File: src/rtl/wb_port_arbiter_if.sv
// Write-port arbitration bundle: pipeline and long-latency write requests,
// ID-stage hazard queries, and the resulting register file write port.
interface wb_port_arbiter_if;
  logic        pipe_we;
  logic [4:0]  pipe_waddr;
  logic [31:0] pipe_wdata;
  logic        ll_issue;
  logic [4:0]  ll_issue_addr;
  logic        ll_valid;
  logic [4:0]  ll_waddr;
  logic [31:0] ll_wdata;
  logic        ll_ready;
  logic        id_re1;
  logic [4:0]  id_raddr1;
  logic        id_re2;
  logic [4:0]  id_raddr2;
  logic        id_we;
  logic [4:0]  id_waddr;
  logic        rf_we;
  logic [4:0]  rf_waddr;
  logic [31:0] rf_wdata;
  logic        hazard_stall;
  logic        starve_stall;

  modport master (
    output pipe_we, pipe_waddr, pipe_wdata,
    output ll_issue, ll_issue_addr,
    output ll_valid, ll_waddr, ll_wdata,
    input  ll_ready,
    output id_re1, id_raddr1, id_re2, id_raddr2, id_we, id_waddr,
    input  rf_we, rf_waddr, rf_wdata, hazard_stall, starve_stall
  );

  modport slave (
    input  pipe_we, pipe_waddr, pipe_wdata,
    input  ll_issue, ll_issue_addr,
    input  ll_valid, ll_waddr, ll_wdata,
    output ll_ready,
    input  id_re1, id_raddr1, id_re2, id_raddr2, id_we, id_waddr,
    output rf_we, rf_waddr, rf_wdata, hazard_stall, starve_stall
  );
endinterface

File: src/rtl/wb_port_arbiter.sv
// Shares the single register file write port between the pipeline and
// long-latency results, tracks pending destinations and freezes on starvation.
module wb_port_arbiter #(
  parameter int unsigned STARVE_MAX = 4
) (
  input logic              clk,
  input logic              rst,
  wb_port_arbiter_if.slave bus
);
  typedef enum logic [1:0] {IDLE, WAIT, FORCE} state_t;

  localparam logic [2:0] CNT_LAST = 3'(STARVE_MAX - 1);

  state_t      state, state_nx;
  logic [2:0]  cnt, cnt_nx;
  logic [31:0] busy, busy_nx;
  logic        starve_q;
  logic        xfer;
  logic        raw1, raw2, waw;

  assign bus.ll_ready     = bus.ll_valid & ~bus.pipe_we & ~rst;
  assign xfer             = bus.ll_valid & bus.ll_ready;
  assign bus.starve_stall = starve_q;

  always_comb begin
    bus.rf_we    = 1'b0;
    bus.rf_waddr = '0;
    bus.rf_wdata = '0;
    if (!rst) begin
      if (bus.pipe_we) begin
        bus.rf_we    = 1'b1;
        bus.rf_waddr = bus.pipe_waddr;
        bus.rf_wdata = bus.pipe_wdata;
      end else if (bus.ll_valid) begin
        bus.rf_we    = 1'b1;
        bus.rf_waddr = bus.ll_waddr;
        bus.rf_wdata = bus.ll_wdata;
      end
    end
  end

  // Reads of a register being written back this cycle are forwarded by the
  // register file, so only the WAW term ignores the transfer.
  always_comb begin
    raw1 = bus.id_re1 && (bus.id_raddr1 != '0) && busy[bus.id_raddr1] &&
           !(xfer && (bus.ll_waddr == bus.id_raddr1));
    raw2 = bus.id_re2 && (bus.id_raddr2 != '0) && busy[bus.id_raddr2] &&
           !(xfer && (bus.ll_waddr == bus.id_raddr2));
    waw  = bus.id_we && (bus.id_waddr != '0) && busy[bus.id_waddr];
    bus.hazard_stall = !rst && (raw1 || raw2 || waw);
  end

  // Set is applied after clear so a same-address issue wins.
  always_comb begin
    busy_nx = busy;
    if (xfer)
      busy_nx[bus.ll_waddr] = 1'b0;
    if (bus.ll_issue && (bus.ll_issue_addr != '0))
      busy_nx[bus.ll_issue_addr] = 1'b1;
    busy_nx[0] = 1'b0;
  end

  always_comb begin
    state_nx = state;
    cnt_nx   = cnt;
    case (state)
      IDLE: begin
        if (bus.ll_valid && !bus.ll_ready) begin
          state_nx = WAIT;
          cnt_nx   = 3'd1;
        end else begin
          cnt_nx   = '0;
        end
      end
      WAIT: begin
        if (xfer || !bus.ll_valid) begin
          state_nx = IDLE;
          cnt_nx   = '0;
        end else begin
          cnt_nx = cnt + 3'd1;
          if (cnt == CNT_LAST)
            state_nx = FORCE;
        end
      end
      FORCE: begin
        if (xfer || !bus.ll_valid) begin
          state_nx = IDLE;
          cnt_nx   = '0;
        end
      end
      default: begin
        state_nx = IDLE;
        cnt_nx   = '0;
      end
    endcase
  end

  always_ff @(posedge clk) begin
    if (rst) begin
      state    <= IDLE;
      cnt      <= '0;
      busy     <= '0;
      starve_q <= 1'b0;
    end else begin
      state    <= state_nx;
      cnt      <= cnt_nx;
      busy     <= busy_nx;
      starve_q <= (state_nx == FORCE);
    end
  end
endmodule

File: src/flat_wrapper.sv
// flat-port wrapper written by rule: the top's interface ports become plain ports
module wb_port_arbiter_flat 
#(
  parameter int unsigned STARVE_MAX = 4
)
  (clk, rst, bus_pipe_we, bus_pipe_waddr, bus_pipe_wdata, bus_ll_issue, bus_ll_issue_addr, bus_ll_valid, bus_ll_waddr, bus_ll_wdata, bus_ll_ready, bus_id_re1, bus_id_raddr1, bus_id_re2, bus_id_raddr2, bus_id_we, bus_id_waddr, bus_rf_we, bus_rf_waddr, bus_rf_wdata, bus_hazard_stall, bus_starve_stall);
  wb_port_arbiter_if bus_i ();
  input logic clk;
  input logic rst;
  input wire logic [$bits(bus_i.pipe_we)-1:0] bus_pipe_we;
  input wire logic [$bits(bus_i.pipe_waddr)-1:0] bus_pipe_waddr;
  input wire logic [$bits(bus_i.pipe_wdata)-1:0] bus_pipe_wdata;
  input wire logic [$bits(bus_i.ll_issue)-1:0] bus_ll_issue;
  input wire logic [$bits(bus_i.ll_issue_addr)-1:0] bus_ll_issue_addr;
  input wire logic [$bits(bus_i.ll_valid)-1:0] bus_ll_valid;
  input wire logic [$bits(bus_i.ll_waddr)-1:0] bus_ll_waddr;
  input wire logic [$bits(bus_i.ll_wdata)-1:0] bus_ll_wdata;
  output wire logic [$bits(bus_i.ll_ready)-1:0] bus_ll_ready;
  input wire logic [$bits(bus_i.id_re1)-1:0] bus_id_re1;
  input wire logic [$bits(bus_i.id_raddr1)-1:0] bus_id_raddr1;
  input wire logic [$bits(bus_i.id_re2)-1:0] bus_id_re2;
  input wire logic [$bits(bus_i.id_raddr2)-1:0] bus_id_raddr2;
  input wire logic [$bits(bus_i.id_we)-1:0] bus_id_we;
  input wire logic [$bits(bus_i.id_waddr)-1:0] bus_id_waddr;
  output wire logic [$bits(bus_i.rf_we)-1:0] bus_rf_we;
  output wire logic [$bits(bus_i.rf_waddr)-1:0] bus_rf_waddr;
  output wire logic [$bits(bus_i.rf_wdata)-1:0] bus_rf_wdata;
  output wire logic [$bits(bus_i.hazard_stall)-1:0] bus_hazard_stall;
  output wire logic [$bits(bus_i.starve_stall)-1:0] bus_starve_stall;
  assign bus_i.pipe_we = bus_pipe_we;
  assign bus_i.pipe_waddr = bus_pipe_waddr;
  assign bus_i.pipe_wdata = bus_pipe_wdata;
  assign bus_i.ll_issue = bus_ll_issue;
  assign bus_i.ll_issue_addr = bus_ll_issue_addr;
  assign bus_i.ll_valid = bus_ll_valid;
  assign bus_i.ll_waddr = bus_ll_waddr;
  assign bus_i.ll_wdata = bus_ll_wdata;
  assign bus_ll_ready = bus_i.ll_ready;
  assign bus_i.id_re1 = bus_id_re1;
  assign bus_i.id_raddr1 = bus_id_raddr1;
  assign bus_i.id_re2 = bus_id_re2;
  assign bus_i.id_raddr2 = bus_id_raddr2;
  assign bus_i.id_we = bus_id_we;
  assign bus_i.id_waddr = bus_id_waddr;
  assign bus_rf_we = bus_i.rf_we;
  assign bus_rf_waddr = bus_i.rf_waddr;
  assign bus_rf_wdata = bus_i.rf_wdata;
  assign bus_hazard_stall = bus_i.hazard_stall;
  assign bus_starve_stall = bus_i.starve_stall;
  wb_port_arbiter #(.STARVE_MAX(STARVE_MAX)) u_core (.clk(clk), .rst(rst), .bus(bus_i));
endmodule
File: config.mk
export PLATFORM = sky130hd
export DESIGN_NAME = wb_port_arbiter_flat
export DESIGN_NICKNAME = d
export VERILOG_FILES = /design/src/rtl/wb_port_arbiter_if.sv /design/src/rtl/wb_port_arbiter.sv /design/src/flat_wrapper.sv
export SDC_FILE = /design/constraint.sdc
export NUM_CORES = 1
export LEC_CHECK = 0
export CORE_MARGIN = 5
export CORE_UTILIZATION = 30
export DETAILED_ROUTE_END_ITERATION = 8
export SLEW_MARGIN = 20
export SYNTH_ARGS = -nofsm -noshare
export SYNTH_HDL_FRONTEND = slang
export SYNTH_SLANG_ARGS = --single-unit
File: constraint.sdc
create_clock -name clk -period 2.3 [get_ports clk]
set_input_delay 0.46 -clock clk [delete_from_list [all_inputs] [get_ports clk]]
set_output_delay 0.46 -clock clk [all_outputs]
set_load 0.03 [all_outputs]
[Word level (Yosys, flattened, before mapping)]
Cells that the tools add are included.
Word-level totals
  register bits after elaboration: 38
  bits of input ports: 102
Cells by class
  $add $sub $neg: 1
  $lt $le $gt $ge: 7
  equal/unequal tests: 7
  mux-type cells: 30
  bitwise gates (word level): 8
  reduce and logical (&&, ||, !) cells: 28
Operator list (number)
  $mux W32: 5
  $and A32 B32 Y32: 1
  $not A32 Y32: 1
  $or A32 B32 Y32: 1
  $lt A5 B6 Y1 const B: 5
  $reduce_bool A5 Y1: 4
  $bmux W1 S5: 3
  $logic_and A1 B1 Y1: 15
  $mux W5: 3
  $demux W1 S5: 2
  $eq A5 B5 Y1: 2
  $ge A5 B1 Y1 const B: 2
  $mux W1: 9
  $pmux W3 S3: 1
  $mux W2: 4
  $mux W3: 2
  $pmux W2 S3: 1
  $logic_not A1 Y1: 5
  $eq A2 B2 Y1 const B: 2
  $add A3 B1 Y3 const B: 1
  $and A1 B1 Y1: 3
  $eq A3 B2 Y1 const B: 1
  $logic_or A1 B1 Y1: 3
  $eq A2 B1 Y1 const B: 1
  3 further kinds: 4

[Longest topological paths before layout]
Gate-level depths: netlist (run 1).
  depth after elaboration: 10
  mapped depth: 7
  mapped depth without buffers: 5

[Worst setup path before layout (run 1)]
OpenSTA, ideal clock, no wires.
  path kind: input to output
  start: in bus_id_waddr[0]
  end: out bus_hazard_stall
  arrival: 2.078 ns
  data required time: 1.840 ns
  path slack: -0.238 ns
  stages on the path: 6
  path through: buf_2 mux4_2 mux4_2 nand2_1 a31o_2 o211ai_2
Between the ends
  word-level cells in the longest chain between the ends: 5
  elaborated cells between the ends (all ways): 7
  classes of those cells: 2 x mux; 5 x reduce/logical
Ends and longest elaborated chain
  from (decl): RTL line flat_wrapper.sv:24  | input wire logic [$bits(bus_i.id_waddr)-1:0] bus_id_waddr;
  $bmux W1 S5 or $reduce_bool A5 Y1 (tied branches): RTL line wb_port_arbiter.sv:49  | waw = bus.id_we && (bus.id_waddr != '0) && busy[bus.id_waddr];
  $mux W1 (not written as such) or $logic_and A1 B1 Y1 (tied branches): RTL line wb_port_arbiter.sv:49
  $logic_and A1 B1 Y1 *: RTL line wb_port_arbiter.sv:49
  $logic_or A1 B1 Y1 *: RTL line wb_port_arbiter.sv:50  | bus.hazard_stall = !rst && (raw1 || raw2 || waw);
  $logic_and A1 B1 Y1 *: RTL line wb_port_arbiter.sv:50
  to (decl): RTL line flat_wrapper.sv:28  | output wire logic [$bits(bus_i.hazard_stall)-1:0] bus_hazard_stall;
Mark *: on every way between the ends. The rest lies on a longest branch, timed or not. The select of a mux whose other input is x is not followed.

[Final worst setup path (run 1)]
  start: in bus_id_raddr2[0]
  end: out bus_hazard_stall
Between the ends
  word-level cells in the longest chain between the ends: 7
  elaborated cells between the ends (all ways): 12
  classes of those cells: 1 x eq/ne; 2 x mux; 9 x reduce/logical
Ends and longest elaborated chain
  from (decl): RTL line flat_wrapper.sv:22  | input wire logic [$bits(bus_i.id_raddr2)-1:0] bus_id_raddr2;
  $bmux W1 S5 (tied with other cells): RTL line wb_port_arbiter.sv:47  | raw2 = bus.id_re2 && (bus.id_raddr2 != '0) && busy[bus.id_raddr2] &&
  $mux W1 (not written as such) (tied with other cells): RTL line wb_port_arbiter.sv:47
  $logic_and A1 B1 Y1 or $logic_not A1 Y1 (tied branches): RTL line wb_port_arbiter.sv:47, wb_port_arbiter.sv:48
  $logic_and A1 B1 Y1 *: RTL line wb_port_arbiter.sv:47
  $logic_or A1 B1 Y1 * (2 in series): RTL line wb_port_arbiter.sv:50
  $logic_and A1 B1 Y1 *: RTL line wb_port_arbiter.sv:50
Marked as above.

==> results of run 1 <==
worst max-delay path by stage:
stage                     startpoint          endpoint  cells past startpoint
finish              bus_id_raddr2[0]  bus_hazard_stall                      8
floorplan           bus_id_raddr1[0]  bus_hazard_stall                      7
global route        bus_id_raddr2[0]  bus_hazard_stall                      8
detailed placement  bus_id_raddr2[0]  bus_hazard_stall                      8
global placement    bus_id_raddr2[0]  bus_hazard_stall                      8
CTS                 bus_id_raddr2[0]  bus_hazard_stall                      8
power by group through the flow:
stage	Clock, uW	Sequential (uW)	Combinational, uW
2_1_floorplan	0	668	300
4_1_cts	456	658	705
3_3_place_gp	0	673	636
5_1_grt	488	659	746
3_5_place_dp	0	673	640
6_report	446	659	708
cells in the mapped netlist, types with 2 or more instances:
cell type,instances
dfxtp_1,37
nor2_1,17
nand4_1,3
mux2i_1,14
and2_1,2
a211oi_1,3
buf_2,3
nand2b_1,6
nor2b_1,10
mux4_2,12
nor4_1,2
nand2_1,34
clkbuf_1,24
nor3_1,4
nand3_1,9
xor2_1,6
o21ai_0,31
a22oi_1,5
nor3b_1,2
or3b_2,2
o41ai_1,2
a22o_1,37
a21oi_1,38
xnor2_1,4
mux4_1,6
inv_1,3
ha_1,2
mux2_2,5
nand3b_1,7
and3_1,2
state kept, by name, summed over array words and instances, names as in the netlist:
register	cells
u_core.bus.starve_stall	1
u_core.busy	31
u_core.cnt	3
u_core.state	2
what timing repair did:
action / in CTS / in global routing
cloned: 6 / 0
endpoints found under the hold margin: 0 / 0
setup endpoints to repair: 39 / 21
pin swaps: 5 / 5
setup buffers: 9 / 0
hold buffers: 0 / 0
gates resized for setup: 54 / 13
cell families after synthesis:
group           synth area share [%]
compound gates                 26.90
simple gates                   18.03
mux                            21.17
flops                          25.12
buf+inv                        4.964
xor+xnor                       2.970
fa+ha+maj                     0.8484
layout make-up:
class	count	area share [%]
multi-input cells	274	41.01
repair buffers	210	39.64
flip-flops and latches	37	14.27
well taps	133	3.196
clock buffers	5	1.321
clock inverters	3	0.3364
inverters	3	0.2162
per-layer routing:
layer / track usage, % / part of all wire, %
met1: 27.37 / 41
met5: 0 / 0
met4: 5.500 / 1.4
met3: 3.138 / 8.1
met2: 34.43 / 50
metrics by stage:
stage | hold WS, ns | worst slack, ns | setup TNS [ns]
2_1_floorplan | 0.4228 | -0.07890 | -0.07890
3_3_place_gp | 0.4438 | -1.299 | -13.16
3_5_place_dp | 0.4544 | -1.275 | -15.14
4_1_cts | 0.4628 | -0.2997 | -0.2997
5_1_grt | 0.4996 | -0.3304 | -0.3304
6_report | 0.4649 | -0.2767 | -0.2767
critical path: cells and delay by family:
| family | cells | cell delay, ns |
|---|---|---|
| mux | 3 | 0.85 |
| compound gates | 2 | 0.42 |
| buf+inv | 3 | 0.38 |
==> impl_metrics.py, run 1 <==
metrics = {
    "min_path": {
        "hold_start": "u_core.state[1]$_SDFF_PP0_",
        "holdPathStages": 1,
        "hold_path_end": "u_core.state[0]$_SDFF_PP0_",
        "min_path_type": "reg2reg",
    },
    "critical_path": {
        "crit-reg2reg-capture": "u_core.cnt[2]$_SDFFE_PP0P_",
        "critical_path_required_ns": 1.84,
        "critical_path_class": "in2out",
        "crit_chain": "buf_12, buf_16, mux2i_1, mux4_2, mux2_4, a211o_1, o211ai_4, buf_6",
        "critPathArrivalTime_ns": 2.12,
        "r2r-start": "u_core.cnt[0]$_SDFFE_PP0P_",
        "crit_fanout": 4,
        "end_kind": "output pin",
        "cp-start-kind": "primary input",
        "critPathMaxStageDelay_ns": 0.46,
        "slowest_stage": "mux4_2",
        "rrSetupSlack_ns": 1.14,
        "rr_worst_depth": 5,
    },
    "final_layout": {
        "nNetsFinal": 635,
        "fin_cells": 665,
        "register_area_um2": 743.2,
        "syn_to_final_growth_pct": 76.58,
        "diodes": 0,
        "drive_gt1_share_pct": 32.89,
        "fillers": 913,
        "layout_common_cells": "clkdlybuf4s50_1, buf_4, a21oi_1",
        "layout_commonest_cell": "clkdlybuf4s50_1",
        "final_cell_area_mm2": 0.005207,
        "multi_input_area_mm2": 0.002136,
        "utilization_pct": 53.77,
    },
    "detailed_routing": {
        "ant_nets": 0,
        "drt-pass1-iter-count": 5,
        "wire_per_inst_um": 19.23,
        "dr.first_iter.drc_count": 314,
        "routed_wl_um": 12790,
        "vias": 3455,
        "viasPerCell": 5.195,
        "drc": 0,
    },
    "power_and_ir_drop": {
        "p_sw_share_pct": 30.78,
        "p_clk_share_pct": 24.6,
        "p_per_area_mw_per_mm2": 348.2,
        "cellInternalPower_uw": 1255,
        "p_seq_share_pct": 36.3,
        "total_power_uw": 1813,
        "p_sw_uw": 558.1,
        "leakagePower_uw": 0.002092,
        "combPwrFrac_pct": 39.0,
        "ir_drop_mv": 0.2015,
    },
    "timing": {
        "tightest_slew_ns": 0.6090,
        "hold_viol_final": 0,
        "fin_crit_sh_pct": 112.0,
        "rsz0062_at_grt": "true",
        "slew_headroom_pct": 59.25,
        "period_needed_ns": 2.577,
        "fmax_mhz": 388.1,
        "setup_ws_ns": -0.2767,
        "setup_viol": 1,
        "fin_skew_ns": 0.0002425,
        "slew_violations": 0,
    },
    "clock_network": {
        "cts_tree": "done",
        "cts-root-buf": "clkbuf_8",
        "clk_pin_slew_ns": 0.07,
        "ctsHtreeMaxLevel": 2,
        "cts_max_path_buffers": 2,
        "clock_sinks": 37,
        "cts_buffers": 5,
        "insertion_delay_ns": 0.29,
    },
    "die": {
        "pin_count": 143,
        "placementRows": 36,
        "die_w_um": 109.1,
        "fp.dieH_um": 109.1,
        "dieArea_mm2": 0.01191,
        "core-area_mm2": 0.009684,
        "start_util_pct": 30.45,
    },
    "synthesis": {
        "synth.distinct_cells": 43,
        "avgSynthCellArea_um2": 8.548,
        "syn-num-nets": 449,
        "netlist_instances": 345,
        "yosysTopAreaCell": "dfxtp_1",
        "synth-warning-count": 0,
        "synthArstFlopShare_pct": 0,
        "synthFlopType": "dfxtp_1",
        "synth_edf_count": 0,
        "syn_area_mm2": 0.002949,
        "ys_ff_latch": 37,
        "ys_top_cells_by_area": "dfxtp_1, a22o_1, mux4_2, a21oi_1, mux4_1",
        "netlist.area_leader.share_pct": 25.12,
        "seq_area_frac_synth_pct": 25.12,
    },
    "placed_design": {
        "place_area_mm2": 0.004788,
        "gp_congestion": 0.8629,
        "hpwlAfterDp_um": 9889,
        "io_buffers": 142,
        "place_inst": 642,
    },
    "global_routing": {
        "grt_pass1_wl_um": 18660,
        "track_usage_pct": 20.51,
        "antenna_found_initial": 0,
        "overflow": 0,
        "first_global_vias": 3338,
        "grt_max_degree": 22,
    },
    "run": {
        "drv_cap": 0,
    },
    "run_status": {
        "violations": "setup timing",
        "status": "finished, violations left",
    },
}
(Power assumes the default switching activity.)
==> run 2: changes to the inputs <==
--- a/config.mk
+++ b/config.mk
@@ -8,6 +8,7 @@
 export CORE_MARGIN = 5
 export CORE_UTILIZATION = 30
 export DETAILED_ROUTE_END_ITERATION = 8
+export SETUP_SLACK_MARGIN = 0.3
 export SLEW_MARGIN = 20
 export SYNTH_ARGS = -nofsm -noshare
 export SYNTH_HDL_FRONTEND = slang
==> run 2 against run 1 <==
Effect of this change:
- the flow still finishes with violations (setup timing)
- clock skew is essentially flat
- die area is the same
- worst setup slack gained 0.0072 ns
- critical path depth is the same
- wire length grew 12%
- critical path type unchanged
- critical endpoint unchanged
- largest cell class is now buffers
==> impl_metrics.py, run 2 (synthesis results as in run 1) <==
metrics = {
    "clock_network": {
        "cts_tree": "done",
        "cts-root-buf": "clkbuf_8",
        "insertion_delay_ns": 0.29,
        "ctsHtreeMaxLevel": 2,
        "cts_buffers": 5,
        "clock_sinks": 37,
        "cts_max_path_buffers": 2,
        "hold_buffers": 0,
        "clk_pin_slew_ns": 0.07,
    },
    "critical_path": {
        "crit_family": "multiplexers",
        "rrSetupSlack_ns": 1.15,
        "rr_worst_depth": 5,
        "end_kind": "output pin",
        "r2r-start": "u_core.cnt[0]$_SDFFE_PP0P_",
        "path_buf_inv": 3,
        "crit_fanout": 4,
        "critPathMaxStageDelay_ns": 0.48,
        "slowest_stage": "mux4_2",
        "critical_path_class": "in2out",
        "critical_path_required_ns": 1.84,
        "crit_chain": "buf_12, buf_16, mux2i_1, mux4_2, mux2_4, a211o_1, o211ai_4, buf_6",
        "worst-path-stages": 8,
        "cp-start-kind": "primary input",
        "crit-reg2reg-capture": "u_core.cnt[2]$_SDFFE_PP0P_",
        "critPathArrivalTime_ns": 2.11,
    },
    "global_routing": {
        "overflow": 0,
        "first_global_vias": 3772,
        "track_usage_pct": 22.88,
        "grt_max_degree": 18,
        "antenna_found_initial": 0,
        "grt_pass1_wl_um": 20900,
    },
    "power_and_ir_drop": {
        "p_per_area_mw_per_mm2": 332.7,
        "p_clk_share_pct": 22.7,
        "leakagePower_uw": 0.002401,
        "p_sw_share_pct": 30.95,
        "cellInternalPower_uw": 1350,
        "p_seq_share_pct": 33.7,
        "p_sw_uw": 605.1,
        "total_power_uw": 1955,
        "combPwrFrac_pct": 43.6,
        "ir_drop_mv": 0.1904,
    },
    "run": {
        "drv_cap": 0,
    },
    "detailed_routing": {
        "highest_layer": "met4",
        "drt-pass1-iter-count": 4,
        "vias": 3703,
        "dr.first_iter.drc_count": 328,
        "wire_per_inst_um": 21.03,
        "drc": 0,
        "dr_wl_met2_um": 6964,
        "met1_length_um": 5993,
        "ant_nets": 0,
        "dr_wl_met3_um": 1051,
        "viasPerCell": 5.422,
        "routed_wl_um": 14370,
    },
    "timing": {
        "slew_violations": 0,
        "fmax_mhz": 389.2,
        "tightest_slew_ns": 0.4278,
        "period_needed_ns": 2.569,
        "setup_ws_ns": -0.2695,
        "hold_viol_final": 0,
        "fin_skew_ns": 0.0003736,
        "rsz0062_at_grt": "true",
        "slew_headroom_pct": 71.26,
        "setup_viol": 1,
        "fin_crit_sh_pct": 111.7,
        "finalSetupTns_ns": -0.2695,
    },
    "placed_design": {
        "hpwlAfterDp_um": 10120,
        "io_buffers": 142,
        "gp_congestion": 0.9010,
        "place_area_mm2": 0.004952,
    },
    "die": {
        "core-area_mm2": 0.009684,
        "placementRows": 36,
        "start_util_pct": 30.45,
        "fp.dieH_um": 109.1,
        "pin_count": 143,
        "die_w_um": 109.1,
        "dieArea_mm2": 0.01191,
    },
    "final_layout": {
        "utilization_pct": 60.68,
        "nNetsFinal": 653,
        "diodes": 0,
        "max_flop_register": "u_core.busy",
        "layout_commonest_cell": "clkdlybuf4s50_1",
        "largestRegisters": "u_core.busy (31), u_core.cnt (3), u_core.state (2)",
        "layout_common_cells": "clkdlybuf4s50_1, buf_4, buf_6",
        "fillers": 802,
        "drive_gt1_share_pct": 38.36,
        "syn_to_final_growth_pct": 99.28,
        "final_cell_area_mm2": 0.005877,
        "largest_reg_flops": 31,
    },
    "min_path": {
        "holdPathStages": 1,
        "hold_path_end": "u_core.state[0]$_SDFF_PP0_",
        "hold_start": "u_core.state[1]$_SDFF_PP0_",
        "min_path_type": "reg2reg",
    },
    "run_status": {
        "status": "finished, violations left",
        "violations": "setup timing",
    },
}
run 2: worst max path at each step:
| stage | slack [ns] | from | to |
|---|---|---|---|
| after detailed placement | -1.26 | bus_id_raddr2[0] | bus_hazard_stall |
| after CTS | -0.30 | bus_id_raddr2[0] | bus_hazard_stall |
| after global placement | -1.25 | bus_id_raddr2[0] | bus_hazard_stall |
| after global routing | -0.32 | bus_id_raddr2[0] | bus_hazard_stall |
| after floorplan | -0.02 | bus_id_raddr2[0] | bus_hazard_stall |
| final | -0.27 | bus_id_raddr2[0] | bus_hazard_stall |
run 2: repair_timing:
item	CTS	global route
pin swaps	31	15
setup buffers	20	3
endpoints found under the setup margin	71	40
gates resized for setup	118	34
cloned	10	1
run 2: power by group through the flow:
| stage | clock (uW) | combinational (uW) | sequential, uW |
|---|---|---|---|
| 2_1_floorplan | 0 | 336 | 668 |
| 3_3_place_gp | 0 | 676 | 672 |
| 3_5_place_dp | 0 | 680 | 673 |
| 4_1_cts | 451 | 823 | 658 |
| 5_1_grt | 483 | 893 | 660 |
| 6_report | 444 | 852 | 659 |
run 2: layout make-up:
class | count | area (um^2) | area share (%)
well taps | 133 | 166.4 | 2.832
multi-input cells | 274 | 2356 | 40.09
clock buffers | 7 | 76.32 | 1.299
flip-flops and latches | 37 | 752.0 | 12.80
clock inverters | 1 | 7.507 | 0.1277
repair buffers | 228 | 2507 | 42.67
inverters | 3 | 11.26 | 0.1916
run 2: through the flow:
| step | setup WS, ns | std cells | hold WS, ns |
|---|---|---|---|
| detailed placement | -1.265 | 641 | 0.4447 |
| CTS | -0.3042 | 679 | 0.4552 |
| finish | -0.2695 | 683 | 0.4552 |
| global placement | -1.247 | 641 | 0.4426 |
| floorplan | -0.02387 | 345 | 0.4228 |
| global route | -0.3165 | 683 | 0.4795 |
run 2: layer usage:
layer	vias up	track usage (%)
li1	1722	-
met1	1769	30.10
met2	183	37.85
met3	29	4.204
met4	0	7.214
met5	-	0
==> run 3: changes to the inputs <==
--- a/config.mk
+++ b/config.mk
@@ -8,6 +8,7 @@
 export CORE_MARGIN = 5
 export CORE_UTILIZATION = 30
 export DETAILED_ROUTE_END_ITERATION = 8
+export GPL_ROUTABILITY_DRIVEN = 0
 export SETUP_SLACK_MARGIN = 0.3
 export SLEW_MARGIN = 20
 export SYNTH_ARGS = -nofsm -noshare
==> results of run 3 <==
The final DEF is identical to that of run 2; final timing and power are the same.
